===== src/rtl/datapath_result_feedback.sv =====
// -----------------------------------------------------------------------------
// datapath_result_feedback
//
// Per-thread result feedback for the triadic ALU. Every ALU result is delayed
// until it reaches the commit stage, where it updates a per-thread R entry and,
// when its write address hits the S window, one entry of a small per-thread
// S register file. Results whose Ra_valid is low are annulled: they do not
// write, so the thread's R and S keep their previous values. The R and S of
// a thread are registered onto the outputs one cycle after commit. That is
// exactly the cycle in which the thread next issues to the ALU.
//
// Optional feature macro: DATAPATH_RESULT_FEEDBACK_FLAGS_EN
//   defined     : R_zero / R_negative are decoded from the R output register
//   not defined : both flags are tied to 0
//
// Ports:
//   clock          in   clock
//   reset_n        in   asynchronous active-low reset
//   Ra             in   ALU result
//   write_addr_Ra  in   write address of the ALU result
//   Ra_valid       in   result comes from a non-annulled, non-cancelled op
//   s_read_index   in   S entry wanted by the thread issuing next cycle
//   R              out  previous committed result of the issuing thread
//   S              out  selected S entry of the issuing thread
//   R_zero         out  R == 0
//   R_negative     out  MSB of R
//   alu_thread     out  thread whose R/S are currently on the outputs
// -----------------------------------------------------------------------------
module datapath_result_feedback #(
   parameter int WORD_WIDTH         = 36,
   parameter int WRITE_ADDR_WIDTH   = 12,
   parameter int THREAD_COUNT       = 8,
   parameter int THREAD_COUNT_WIDTH = 3,
   parameter int ALU_PIPE_DEPTH     = 4,
   parameter int S_COUNT            = 2,
   parameter int S_INDEX_WIDTH      = 1,
   parameter int S_BASE_ADDR        = 0,
   parameter     S_RAMSTYLE         = "MLAB"
) (
   input  logic                          clock,
   input  logic                          reset_n,
   input  logic [WORD_WIDTH-1:0]         Ra,
   input  logic [WRITE_ADDR_WIDTH-1:0]   write_addr_Ra,
   input  logic                          Ra_valid,
   input  logic [S_INDEX_WIDTH-1:0]      s_read_index,
   output logic [WORD_WIDTH-1:0]         R,
   output logic [WORD_WIDTH-1:0]         S,
   output logic                          R_zero,
   output logic                          R_negative,
   output logic [THREAD_COUNT_WIDTH-1:0] alu_thread
);

   // Delay from issue to commit. Commit happens one cycle before the thread
   // issues again, so the output register is loaded with the committing
   // thread itself.
   localparam int DEPTH = THREAD_COUNT - ALU_PIPE_DEPTH - 1;

   localparam logic [WRITE_ADDR_WIDTH:0] S_BASE_EXT  = (WRITE_ADDR_WIDTH + 1)'(S_BASE_ADDR);
   localparam logic [WRITE_ADDR_WIDTH:0] S_COUNT_EXT = (WRITE_ADDR_WIDTH + 1)'(S_COUNT);

   generate
      if (THREAD_COUNT < ALU_PIPE_DEPTH + 2 || S_RAMSTYLE == "") begin : g_bad_param
         $error("datapath_result_feedback: THREAD_COUNT must be at least ALU_PIPE_DEPTH+2");
      end
   endgenerate

   // (base + offset) mod N for a base already below N.
   function automatic logic [THREAD_COUNT_WIDTH-1:0] thread_add(
      input logic [THREAD_COUNT_WIDTH-1:0] base,
      input int                            offset
   );
      int sum;
      sum = int'(base) + (offset % THREAD_COUNT);
      if (sum >= THREAD_COUNT) begin
         sum = sum - THREAD_COUNT;
      end
      return THREAD_COUNT_WIDTH'(sum);
   endfunction

   // ---------------------------------------------------------------- thread counter
   logic [THREAD_COUNT_WIDTH-1:0] cur;

   always_ff @(posedge clock or negedge reset_n) begin
      if (!reset_n) begin
         cur <= '0;
      end else if (int'(cur) == THREAD_COUNT - 1) begin
         cur <= '0;
      end else begin
         cur <= cur + 1'b1;
      end
   end

   logic [THREAD_COUNT_WIDTH-1:0] rd_thread;

   assign alu_thread = thread_add(cur, ALU_PIPE_DEPTH);
   // Thread that will be on the outputs next cycle.
   assign rd_thread  = thread_add(cur, ALU_PIPE_DEPTH + 1);

   // ---------------------------------------------------------------- delay pipeline
   logic                          pipe_valid  [DEPTH];
   logic [WORD_WIDTH-1:0]         pipe_data   [DEPTH];
   logic [WRITE_ADDR_WIDTH-1:0]   pipe_addr   [DEPTH];
   logic [THREAD_COUNT_WIDTH-1:0] pipe_thread [DEPTH];

   genvar gi;
   generate
      for (gi = 0; gi < DEPTH; gi++) begin : g_pipe
         logic                          stage_valid;
         logic [WORD_WIDTH-1:0]         stage_data;
         logic [WRITE_ADDR_WIDTH-1:0]   stage_addr;
         logic [THREAD_COUNT_WIDTH-1:0] stage_thread;

         if (gi == 0) begin : g_first
            assign stage_valid  = Ra_valid;
            assign stage_data   = Ra;
            assign stage_addr   = write_addr_Ra;
            assign stage_thread = cur;
         end else begin : g_next
            assign stage_valid  = pipe_valid[gi-1];
            assign stage_data   = pipe_data[gi-1];
            assign stage_addr   = pipe_addr[gi-1];
            assign stage_thread = pipe_thread[gi-1];
         end

         // Only the valid bit is reset: clearing it is what discards the
         // in-flight results.
         always_ff @(posedge clock or negedge reset_n) begin
            if (!reset_n) begin
               pipe_valid[gi] <= 1'b0;
            end else begin
               pipe_valid[gi] <= stage_valid;
            end
         end

         always_ff @(posedge clock) begin
            pipe_data[gi]   <= stage_data;
            pipe_addr[gi]   <= stage_addr;
            pipe_thread[gi] <= stage_thread;
         end
      end
   endgenerate

   // ---------------------------------------------------------------- commit stage
   logic                          head_valid;
   logic [WORD_WIDTH-1:0]         head_data;
   logic [THREAD_COUNT_WIDTH-1:0] head_thread;
   logic [WRITE_ADDR_WIDTH:0]     s_offset;
   logic                          commit_r;
   logic                          commit_s;
   logic [S_INDEX_WIDTH-1:0]      commit_s_index;

   assign head_valid  = pipe_valid[DEPTH-1];
   assign head_data   = pipe_data[DEPTH-1];
   assign head_thread = pipe_thread[DEPTH-1];

   // An address below the base wraps to a huge offset, so one unsigned
   // compare covers both ends of the S window.
   assign s_offset       = {1'b0, pipe_addr[DEPTH-1]} - S_BASE_EXT;
   assign commit_r       = head_valid;
   assign commit_s       = head_valid && (s_offset < S_COUNT_EXT);
   assign commit_s_index = s_offset[S_INDEX_WIDTH-1:0];

   (* ramstyle = S_RAMSTYLE *) logic [WORD_WIDTH-1:0] r_file [THREAD_COUNT];
   (* ramstyle = S_RAMSTYLE *) logic [WORD_WIDTH-1:0] s_file [THREAD_COUNT][S_COUNT];

   always_ff @(posedge clock) begin
      if (commit_r) begin
         r_file[head_thread] <= head_data;
      end
      if (commit_s) begin
         s_file[head_thread][commit_s_index] <= head_data;
      end
   end

   // RAM contents are never cleared; these flags make unwritten entries read 0.
   logic [THREAD_COUNT-1:0]              r_written;
   logic [THREAD_COUNT-1:0][S_COUNT-1:0] s_written;

   always_ff @(posedge clock or negedge reset_n) begin
      if (!reset_n) begin
         r_written <= '0;
         s_written <= '0;
      end else begin
         if (commit_r) begin
            r_written[head_thread] <= 1'b1;
         end
         if (commit_s) begin
            s_written[head_thread][commit_s_index] <= 1'b1;
         end
      end
   end

   // ---------------------------------------------------------------- output stage
   logic [WORD_WIDTH-1:0] r_next;
   logic [WORD_WIDTH-1:0] s_next;
   logic                  s_sel_ok;
   logic                  bypass_r;
   logic                  bypass_s;

   assign s_sel_ok = int'(s_read_index) < S_COUNT;
   assign bypass_r = commit_r && (head_thread == rd_thread);
   assign bypass_s = commit_s && (head_thread == rd_thread) && (commit_s_index == s_read_index);

   always_comb begin
      r_next = '0;
      if (bypass_r) begin
         r_next = head_data;
      end else if (r_written[rd_thread]) begin
         r_next = r_file[rd_thread];
      end
   end

   always_comb begin
      s_next = '0;
      if (bypass_s) begin
         s_next = head_data;
      end else if (s_sel_ok && s_written[rd_thread][s_read_index]) begin
         s_next = s_file[rd_thread][s_read_index];
      end
   end

   always_ff @(posedge clock or negedge reset_n) begin
      if (!reset_n) begin
         R <= '0;
         S <= '0;
      end else begin
         R <= r_next;
         S <= s_next;
      end
   end

`ifdef DATAPATH_RESULT_FEEDBACK_FLAGS_EN
   assign R_zero     = (R == '0);
   assign R_negative = R[WORD_WIDTH-1];
`else
   assign R_zero     = 1'b0;
   assign R_negative = 1'b0;
`endif

endmodule


===== config.mk =====
export PLATFORM = sky130hd
export DESIGN_NAME = datapath_result_feedback
export DESIGN_NICKNAME = d
export VERILOG_FILES = /design/src/rtl/datapath_result_feedback.sv
export SDC_FILE = /design/constraint.sdc
export NUM_CORES = 1
export LEC_CHECK = 0
export ABC_CLOCK_PERIOD_IN_PS = 4700
export CAP_MARGIN = 20
export CORE_MARGIN = 2
export CORE_UTILIZATION = 50
export DETAILED_ROUTE_END_ITERATION = 7
export GPL_ROUTABILITY_DRIVEN = 0
export PLACE_DENSITY = 0.67
export SETUP_SLACK_MARGIN = 0.2
export SYNTH_ARGS = -nofsm -noshare
export SYNTH_HDL_FRONTEND = slang
export SYNTH_SLANG_ARGS = --single-unit

===== constraint.sdc =====
create_clock -name clock -period 4.7 [get_ports clock]
set_input_delay 0.94 -clock clock [delete_from_list [all_inputs] [get_ports clock]]
set_output_delay 0.94 -clock clock [all_outputs]
set_load 0.02 [all_outputs]

## Word level (Yosys, flattened, before mapping)

Memory sizes are Yosys's and may differ from the RTL's.
Cells that the tools add are included.

| word-level totals | value |
|---|---|
| output and inout port bits | 77 |
| bits in registers | 102 |
| bits in read-only memories | 0 |
| memories kept | 5 |
| latch bits | 0 |
| memory bits (writable) | 1017 |
| logic and storage cells | 79 |

Memories:

| memory | words | width | read ports | clocked after Yosys merged registers in | wr ports | line | source |
|---|---|---|---|---|---|---|---|
| s_file | 8 | 72 | 1 | 0 | 1 | 164 | `(* ramstyle = S_RAMSTYLE *) logic [WORD_WIDTH-1:0] s_file [THREAD_COUNT][S_COUNT];` |
| r_file | 8 | 36 | 1 | 0 | 1 | 163 | `(* ramstyle = S_RAMSTYLE *) logic [WORD_WIDTH-1:0] r_file [THREAD_COUNT];` |
| pipe_data | 3 | 36 | 3 | 0 | 3 | 101 | `logic [WORD_WIDTH-1:0] pipe_data [DEPTH];` |
| pipe_addr | 3 | 12 | 3 | 0 | 3 | 102 | `logic [WRITE_ADDR_WIDTH-1:0] pipe_addr [DEPTH];` |
| pipe_thread | 3 | 3 | 3 | 0 | 3 | 103 | `logic [THREAD_COUNT_WIDTH-1:0] pipe_thread [DEPTH];` |

| operators by class | value |
|---|---|
| shift-type cells | 0 |
| div/mod/pow operators | 0 |
| muxes and demuxes | 28 |
| reduce and logical (&&, ||, !) cells | 7 |
| multiply operators | 0 |
| add/subtract/negate cells | 5 |
| bitwise gates (word level) | 4 |
| $lt $le $gt $ge | 12 |
| eq/ne operators | 3 |

Operator list:

| cell | count |
|---|---|
| 36-bit 2-to-1 mux | 8 |
| 72-bit 2-to-1 mux | 1 |
| 36-bit demux with 1-bit select | 1 |
| 16-bit OR | 1 |
| 12-bit by 2-bit < comparator with 1-bit output, second input constant | 1 |
| 3-bit 2-to-1 mux | 3 |
| 3-bit by 3-bit adder with 4-bit output, second input constant | 2 |
| 4-bit >= comparator, second input constant | 2 |
| 3-bit by 4-bit < comparator with 1-bit output, second input constant | 2 |
| 1-bit 2-to-1 mux | 8 |
| 8-bit OR | 1 |
| 1-bit logical AND | 7 |
| 2-bit binary-select mux with 3-bit select | 1 |
| 2-bit demux with 3-bit select | 1 |
| 3-bit by 1-bit subtractor with 3-bit output, second input constant | 2 |
| 2-bit >= comparator, second input constant | 2 |
| 1-bit by 2-bit < comparator with 1-bit output, second input constant | 2 |
| 2-bit 2-to-1 mux | 2 |
| 1-bit inverter with 2-bit output | 2 |
| 3-bit by 1-bit adder with 3-bit output, second input constant | 1 |
| 1-bit binary-select mux with 3-bit select | 1 |
| 1-bit demux with 3-bit select | 1 |
| 3-bit by 1-bit equality test with 1-bit output, second input constant | 1 |
| 3-bit equality test | 1 |
| other kinds (5) | 5 |

## Depth between registers and ports, before layout

Gate-level depths: netlist of the first run.

| logic depth | value |
|---|---|
| depth after elaboration | 9 |
| mapped depth | 9 |

## Least setup slack after synthesis of the first run

No wires, ideal clock.

| timing | value |
|---|---|
| kind | reg-to-reg |
| from | register pipe_valid (netlist bit commit_r) |
| to | memory s_file[0][36] (netlist name) (enable) |
| clock period less this slack | 3.451 ns |
| required time | 4.271 ns |
| setup slack | 1.249 ns |
| stages on the path, launching flop included | 7 |
| setup time | 0.429 ns |
| buffers on the path | 2 |
| arrival time | 3.022 ns |
| cells stage by stage | dfrtp_1 nor4b_1 and3_1 clkbuf_1 or3b_2 clkbuf_1 nor2_1 |

| on the way | value |
|---|---|
| word-level cells in the longest chain between the ends | 3 |

RTL lines:

| element | line | source |
|---|---|---|
| from (decl) | 100 | `logic pipe_valid [DEPTH];` |
| from (signal, indexed assignment) | 131 | `pipe_valid[gi] <= stage_valid;` |
| 1-bit logical AND | 160 | `assign commit_s = head_valid && (s_offset < S_COUNT_EXT);` |
| 1-bit 2-to-1 mux | 170 | `if (commit_s) begin` |
| 72-bit 2-to-1 mux (not written as such) | 171 | `s_file[head_thread][commit_s_index] <= head_data;` |
| to (decl) | 164 |  |

Every way passes these cells.

## Worst setup path after layout of the first run

| timing | value |
|---|---|
| from | register cur[0] |
| to | output alu_thread[0] |

| on the way | value |
|---|---|
| word-level cells in the longest chain between the ends | 3 |
| elaborated cells on any way between the ends | 4 |

RTL lines:

| element | line | source |
|---|---|---|
| from (decl) | 81 | `logic [THREAD_COUNT_WIDTH-1:0] cur;` |
| from (signal assigned) | 89 | `cur <= cur + 1'b1;` |
| 3-bit by 3-bit adder with 4-bit output (*) | 73 | `sum = int'(base) + (offset % THREAD_COUNT);` |
| 4-bit >= comparator or 3-bit by 1-bit subtractor with 3-bit output (tied branches) | 74, 75 |  |
| 3-bit 2-to-1 mux (*) | 74 | `if (sum >= THREAD_COUNT) begin` |
| to (decl) | 50 | `output logic [THREAD_COUNT_WIDTH-1:0] alu_thread` |

Mark *: on every way between the ends. The rest lies on a longest branch, timed or not.

==> flow_summary.yaml, run 1 <==
run_status:
  status: "finished, final reports clean"
route:
  dr.pass1.iters: 5
  post-route-drc-count: 0
  wl_met1_um: 34300
  wl_met3_um: 5260
  viasPerCell: 5.80
  highest_layer: "met4"
  drtIter0Drc: 1779
  finalWirelength_um: 82600
  dr_wl_met2_um: 41100
  vias: 18100
  wire_per_inst_um: 26.5
  ant_nets: 0
critical_path:
  critical_path_buf_inv_count: 2
  worstSetupEndpointType: "output pin"
  criticalPathCategory: "flop to output pin"
  worstRegToRegCells: 8
  cp_top_family: "buffers and inverters"
  reg2reg_to: "S[15]"
  reg2reg_slack_ps: 1280
  worst-path-stages: 2
  cp.required_ps: 3760
  crit_start: "cur[0]"
  cp_max_fo: 52
  r2r-start: "cur[0]"
  slowest_delay_ps: 790
  worstPathCellList: "buf_4, clkdlybuf4s50_1"
  start_kind: "flop"
  slowest_stage: "clkdlybuf4s50_1"
  cp.arrival_ps: 2630
  endpoint: "alu_thread[0]"
synthesis:
  synth_seq_cells: 1119
  synth_top_family_by_area: "multiplexers"
  yosysWarnings: 0
  syn_area_sq_um: 39900
  synth_xor_area_share_pct: 0.0879
  avgSynthCellArea_sq_um: 22.5
  synth_adder_area_share_pct: 0.0628
  synth-compound-area-share_pct: 1.73
  synthSimpleGateAreaFrac_pct: 1.10
  ys_seq_area_share_pct: 79.2
  netlist-cell-type-count: 38
  muxShareOfSynthArea_pct: 16.5
  syn_inst: 1771
sta:
  slew_headroom_pct: 26.7
  finalSetupTns_ps: 0
  fin_crit_sh_pct: 76.0
  setup_ws_ps: 1130
  hold_slack_ps: 320
  tightestPinTransition_ps: 1100
  setup_viol: 0
  period_needed_ps: 3570
  drv_slew: 0
  finalHoldViolCount: 0
  rsz0062_at_grt: "false"
  max_freq_mhz: 280
  fin_skew_ps: 16.0
floorplan:
  die_x_um: 286
  fp.coreArea_sq_um: 79000
  die_area_sq_um: 82000
  initial_core_util_pct: 50.4
  chipHeight_um: 286
  pin_count: 129
  num_rows: 103
power:
  power.leakage_nw: 15.4
  ir_worst_vdd_uv: 291
  p_total_mw: 19.8
  power.density_nw_per_um2: 427
global_routing:
  grt_pass1_wl_um: 123000
  grt_max_degree: 78
  grt_overflow: 0
  antenna_found_initial: 3
  grt_usage_pct: 20.6
  grt_pass1_vias: 19100
clock_network:
  ctsLongestPathBuffers: 3
  htreeDepth: 3
  cts_resized: 0
  cts_buffers: 109
  cts_sinks: 1119
  insertion_delay_ps: 670
  postCtsHoldBufs: 0
  cts_tree: "yes"
  postCtsSetupBuffers: 0
  clkTransAtPathRegs_ps: 60
  clockRootBuffer: "clkbuf_16"
layout:
  fillers: 5515
  area_growth_syn_to_layout_pct: 16.2
  most-common-layout-cells: "edfxtp_1, mux4_2, dfxtp_1"
  fin_util_pct: 58.6
  layout-drive-gt1-share_pct: 28.8
  layout_commonest_cell: "edfxtp_1"
  nNetsFinal: 2022
worst_hold_path:
  hold_path.class: "flop to flop"
job:
  cap_violations: 0
place:
  place_ws_ps: 1280
  dpl.hpwl_um: 45400
  port_buffers: 126
where the power goes:
group	internal (mW)	switching, mW
logic	0.0888	0.110
registers	10.8	0.149
clock network	5.08	3.59
total	15.9	3.85
cell usage after synthesis:
master | n | area share (%)
and3_1 | 1 | 0.016
nor4_1 | 2 | 0.031
xor2_1 | 1 | 0.022
nand2b_1 | 3 | 0.047
nand3_1 | 2 | 0.025
or3b_2 | 1 | 0.022
mux2i_1 | 39 | 0.98
a32o_1 | 36 | 0.90
buf_8 | 4 | 0.15
dfrtp_1 | 102 | 6.4
or2_2 | 10 | 0.16
inv_2 | 1 | 0.0094
mux2_2 | 108 | 3.1
nor4b_4 | 1 | 0.060
ha_1 | 2 | 0.063
nor2_1 | 26 | 0.24
o21ai_0 | 36 | 0.45
xnor2_1 | 3 | 0.066
conb_1 | 1 | 0.0094
a2bb2oi_2 | 1 | 0.038
inv_1 | 1 | 0.0094
and2_1 | 1 | 0.016
edfxtp_1 | 864 | 65
nor3_1 | 1 | 0.013
nor2b_1 | 3 | 0.047
a21oi_1 | 1 | 0.013
buf_4 | 5 | 0.094
clkbuf_1 | 37 | 0.35
mux4_2 | 221 | 12
buf_6 | 8 | 0.23
o21bai_1 | 16 | 0.30
buf_1 | 5 | 0.047
nand2_1 | 38 | 0.36
a22o_1 | 1 | 0.022
nor4b_1 | 1 | 0.022
nand3b_1 | 2 | 0.038
dfxtp_1 | 153 | 7.7
buf_2 | 33 | 0.41
registers in the layout, indices dropped and copies added, names as in the netlist, 8 cells and up:
register     count
s_file         576
r_file         288
pipe_data      108
R               36
S               36
pipe_addr       36
s_written       16
pipe_thread      9
r_written        8
per-layer routing:
metal | vias to the layer above | global-route usage [%]
met5 | - | 0
met4 | 0 | 6.49
met3 | 124 | 3.08
met2 | 653 | 34.1
met1 | 9653 | 28.6
li1 | 7635 | -
worst reg2reg max path, delay by kind of cell (launching register included):
kind | cells | cell delay (ps)
flops | 1 | 490
buf+inv | 2 | 1020
compound gates | 2 | 840
mux | 2 | 450
fa+ha+maj | 2 | 540
per-stage QoR:
step,cells,area (sq um)
global placement,2907,42700
detailed placement,2907,42700
floorplan,1772,39900
global route,3111,46300
CTS,3111,46300
finish,3112,46300
layout make-up:
cell class | count | area (sq um) | area share, %
flip-flops and latches | 1119 | 31600 | 68.2
multi-input cells | 559 | 8010 | 17.3
clock buffers | 156 | 3170 | 6.84
repair buffers | 177 | 1790 | 3.87
well taps | 1050 | 1310 | 2.84
clock inverters | 48 | 455 | 0.983
inverters | 2 | 7.51 | 0.0162
diodes | 1 | 2.50 | 0.00540
worst min-delay path by stage:
stage	end	start	cells past startpoint
floorplan	pipe_addr[0][12]	pipe_addr[0][0]	0
global placement	pipe_data[0][78]	pipe_data[0][42]	0
detailed placement	pipe_data[0][103]	pipe_data[0][67]	0
CTS	pipe_data[0][81]	pipe_data[0][45]	0
global route	pipe_data[0][98]	pipe_data[0][62]	0
finish	pipe_data[0][81]	pipe_data[0][45]	0
cells by family (layout without fill, tap and decap cells):
logic type / after synthesis / count (layout)
AOI/OAI and AO/OA: 91 / 91
muxes: 368 / 368
DFF: 1119 / 1119
other: 1 / 3
xor gates and xnor gates: 4 / 4
buffers and inverters: 94 / 383
adders and majority gates: 2 / 2
and+or+nand+nor: 92 / 92
Power figures use the tool's default switching activity.
==> inputs of run 2 (changes only) <==
ABC_CLOCK_PERIOD_IN_PS = 3000   (was 4700)
PLACE_DENSITY = 0.7   (was 0.67)
clock period = 3 ns   (was 4.7 ns; I/O delays follow)
==> run 2 against run 1 <==
Flip-flop and latch count unchanged. Cell area is 1.4% higher. Critical path depth is 6 higher. Worst hold slack lost 4.9 ps. Count of clock-buffer cells in the layout shrank 7. Non-clock buffer count rose by 42. Sequential share of layout area decreased by 0.93 points. Clock power is 56% higher. Utilization increased by 0.82 points. Final cell count rose by 1.3%. Critical path type is now flop to flop. Largest power group unchanged.
==> flow_summary.yaml, run 2 (synthesis results as in run 1) <==
route:
  wire_per_inst_um: 26.5
  vias: 18200
  post-route-drc-count: 0
  ant_nets: 0
  finalWirelength_um: 83500
  drtIter0Drc: 1700
  dr.pass1.iters: 5
  viasPerCell: 5.78
power:
  power.leakage_nw: 15.7
  comb_power_share_pct: 1.1
  switching_share_pct: 19.7
  p_int_mw: 24.8
  pwr-share-clk_pct: 43.7
  seq_power_share_pct: 55.3
  switching_power_mw: 6.10
  power.density_nw_per_um2: 658
  ir_worst_vdd_uv: 442
floorplan:
  chipHeight_um: 286
  die_area_sq_um: 82000
  pin_count: 129
  num_rows: 103
  initial_core_util_pct: 50.4
  fp.coreArea_sq_um: 79000
  die_x_um: 286
place:
  dpl.hpwl_um: 44600
  post_dp_cell_area_sq_um: 43200
  port_buffers: 126
layout:
  reg_top3: "s_file (576), r_file (288), pipe_data (108)"
  nNetsFinal: 2063
  layout-drive-gt1-share_pct: 30.5
  largest_reg_flops: 576
  layout_commonest_cell: "edfxtp_1"
  area_growth_syn_to_layout_pct: 17.8
  most-common-layout-cells: "edfxtp_1, mux4_2, dfxtp_1"
  diodes: 0
  final_area_sq_um: 47000
  regMostFlops: "s_file"
clock_network:
  ctsLongestPathBuffers: 3
  clkTransAtPathRegs_ps: 60
  htreeDepth: 3
  clockRootBuffer: "clkbuf_16"
  cts_tree: "yes"
  cts_sinks: 1119
  insertion_delay_ps: 670
  cts_buffers: 108
global_routing:
  grt_max_degree: 57
  grt_overflow: 0
  grt_usage_pct: 20.7
  antenna_found_initial: 1
  grt_pass1_wl_um: 125000
  grt_pass1_vias: 19400
sta:
  max_freq_mhz: 364
  fin_crit_sh_pct: 91.6
  setup_viol: 0
  rsz0062_at_grt: "false"
  hold_slack_ps: 315
  drv_slew: 0
  finalHoldViolCount: 0
  fin_skew_ps: 29.4
  slew_headroom_pct: 28.3
  tightestPinTransition_ps: 1070
  period_needed_ps: 2750
critical_path:
  crit_start: "cur[0]"
  cp_common_cell: "ha_4"
  worstPathCellList: "ha_4, ha_4, buf_4, mux4_2, a2bb2oi_4, buf_12, a32o_1, mux2_2"
  r2r-start: "cur[0]"
  reg2reg_to: "S[32]"
  start_kind: "flop"
  cp_max_fo: 36
  cp.arrival_ps: 3270
  reg2reg_slack_ps: 250
  slowest_stage: "mux4_2"
  worstRegToRegCells: 8
  criticalPathCategory: "flop to flop"
  cp.required_ps: 3520
  worstSetupEndpointType: "flop"
  slowest_delay_ps: 550
worst_hold_path:
  hold_path.class: "flop to flop"
  hold_depth: 0
  holdPathEnd: "pipe_data[0][95]"
  worstHoldStart: "pipe_data[0][59]"
job:
  cap_violations: 0
run_status:
  status: "finished, final reports clean"
-- run 2: changes by cell type in the layout (fill, tap and decap cells not counted), moves of 4 or more --
cell | before | now
buf_12 | 12 | 36
buf_4 | 40 | 54
clkbuf_1 | 25 | 18
clkinvlp_4 | 1 | 5
-- run 2: stage by stage --
step / util [%] / setup TNS, ps / std cells / total power [mW] / setup slack [ps]
after floorplan: - / -37660 / 1772 / 17.4 / -90.2
after global placement: 54.6 / 0 / 2933 / 17.7 / 238
after detailed placement: 54.6 / 0 / 2933 / 17.7 / 214
after CTS: 59.3 / 0 / 3140 / 31.2 / 190
after global routing: 59.4 / 0 / 3153 / 31.8 / 208
final: 59.4 / 0 / 3153 / 30.9 / 252
-- run 2: final cells by class --
cell class	instances	area, sq um
inverter	2	7.51
timing repair buffer	219	2440
fill	5474	32000
multi-input combinational	559	8010
sequential	1119	31600
clock inverter	55	483
tap	1050	1310
clock buffer	149	3140
-- run 2: power groups by stage --
| stage | clock network (mW) | logic [mW] | registers, mW |
|---|---|---|---|
| 3_5_place_dp | 0 | 0.318 | 17.4 |
| 6_report | 13.5 | 0.325 | 17.1 |
| 4_1_cts | 13.8 | 0.321 | 17.1 |
| 2_1_floorplan | 0 | 0.0629 | 17.3 |
| 5_1_grt | 14.4 | 0.347 | 17.1 |
| 3_3_place_gp | 0 | 0.315 | 17.4 |
-- run 2: timing repair --
action	4_1_cts	5_1_grt
cloned	0	0
resized for setup	1	3
setup endpoints to repair	5	47
buffers inserted	2	12
hold buffers	1	0
pin swaps	1	1
hold endpoints to repair	31	0
-- run 2: routing by layer --
layer	share of wire, %	track usage [%]
met5	0	0
met3	6.2	3.08
met2	51	35.2
met4	1.6	5.22
met1	41	28.3
-- run 2: worst max path at each step --
stage,endpoint,depth (start not counted)
finish,S[32],8
global route,S[5],7
CTS,S[32],7
detailed placement,S[25],7
global placement,S[24],7
floorplan,s_file[7][36],5
-- run 2: critical path: cells and delay by family, from the launching register on --
kind	cells	cell delay [ps]
compound gates	2	450
fa+ha+maj	2	450
flops	1	490
mux	2	840
buf+inv	2	370
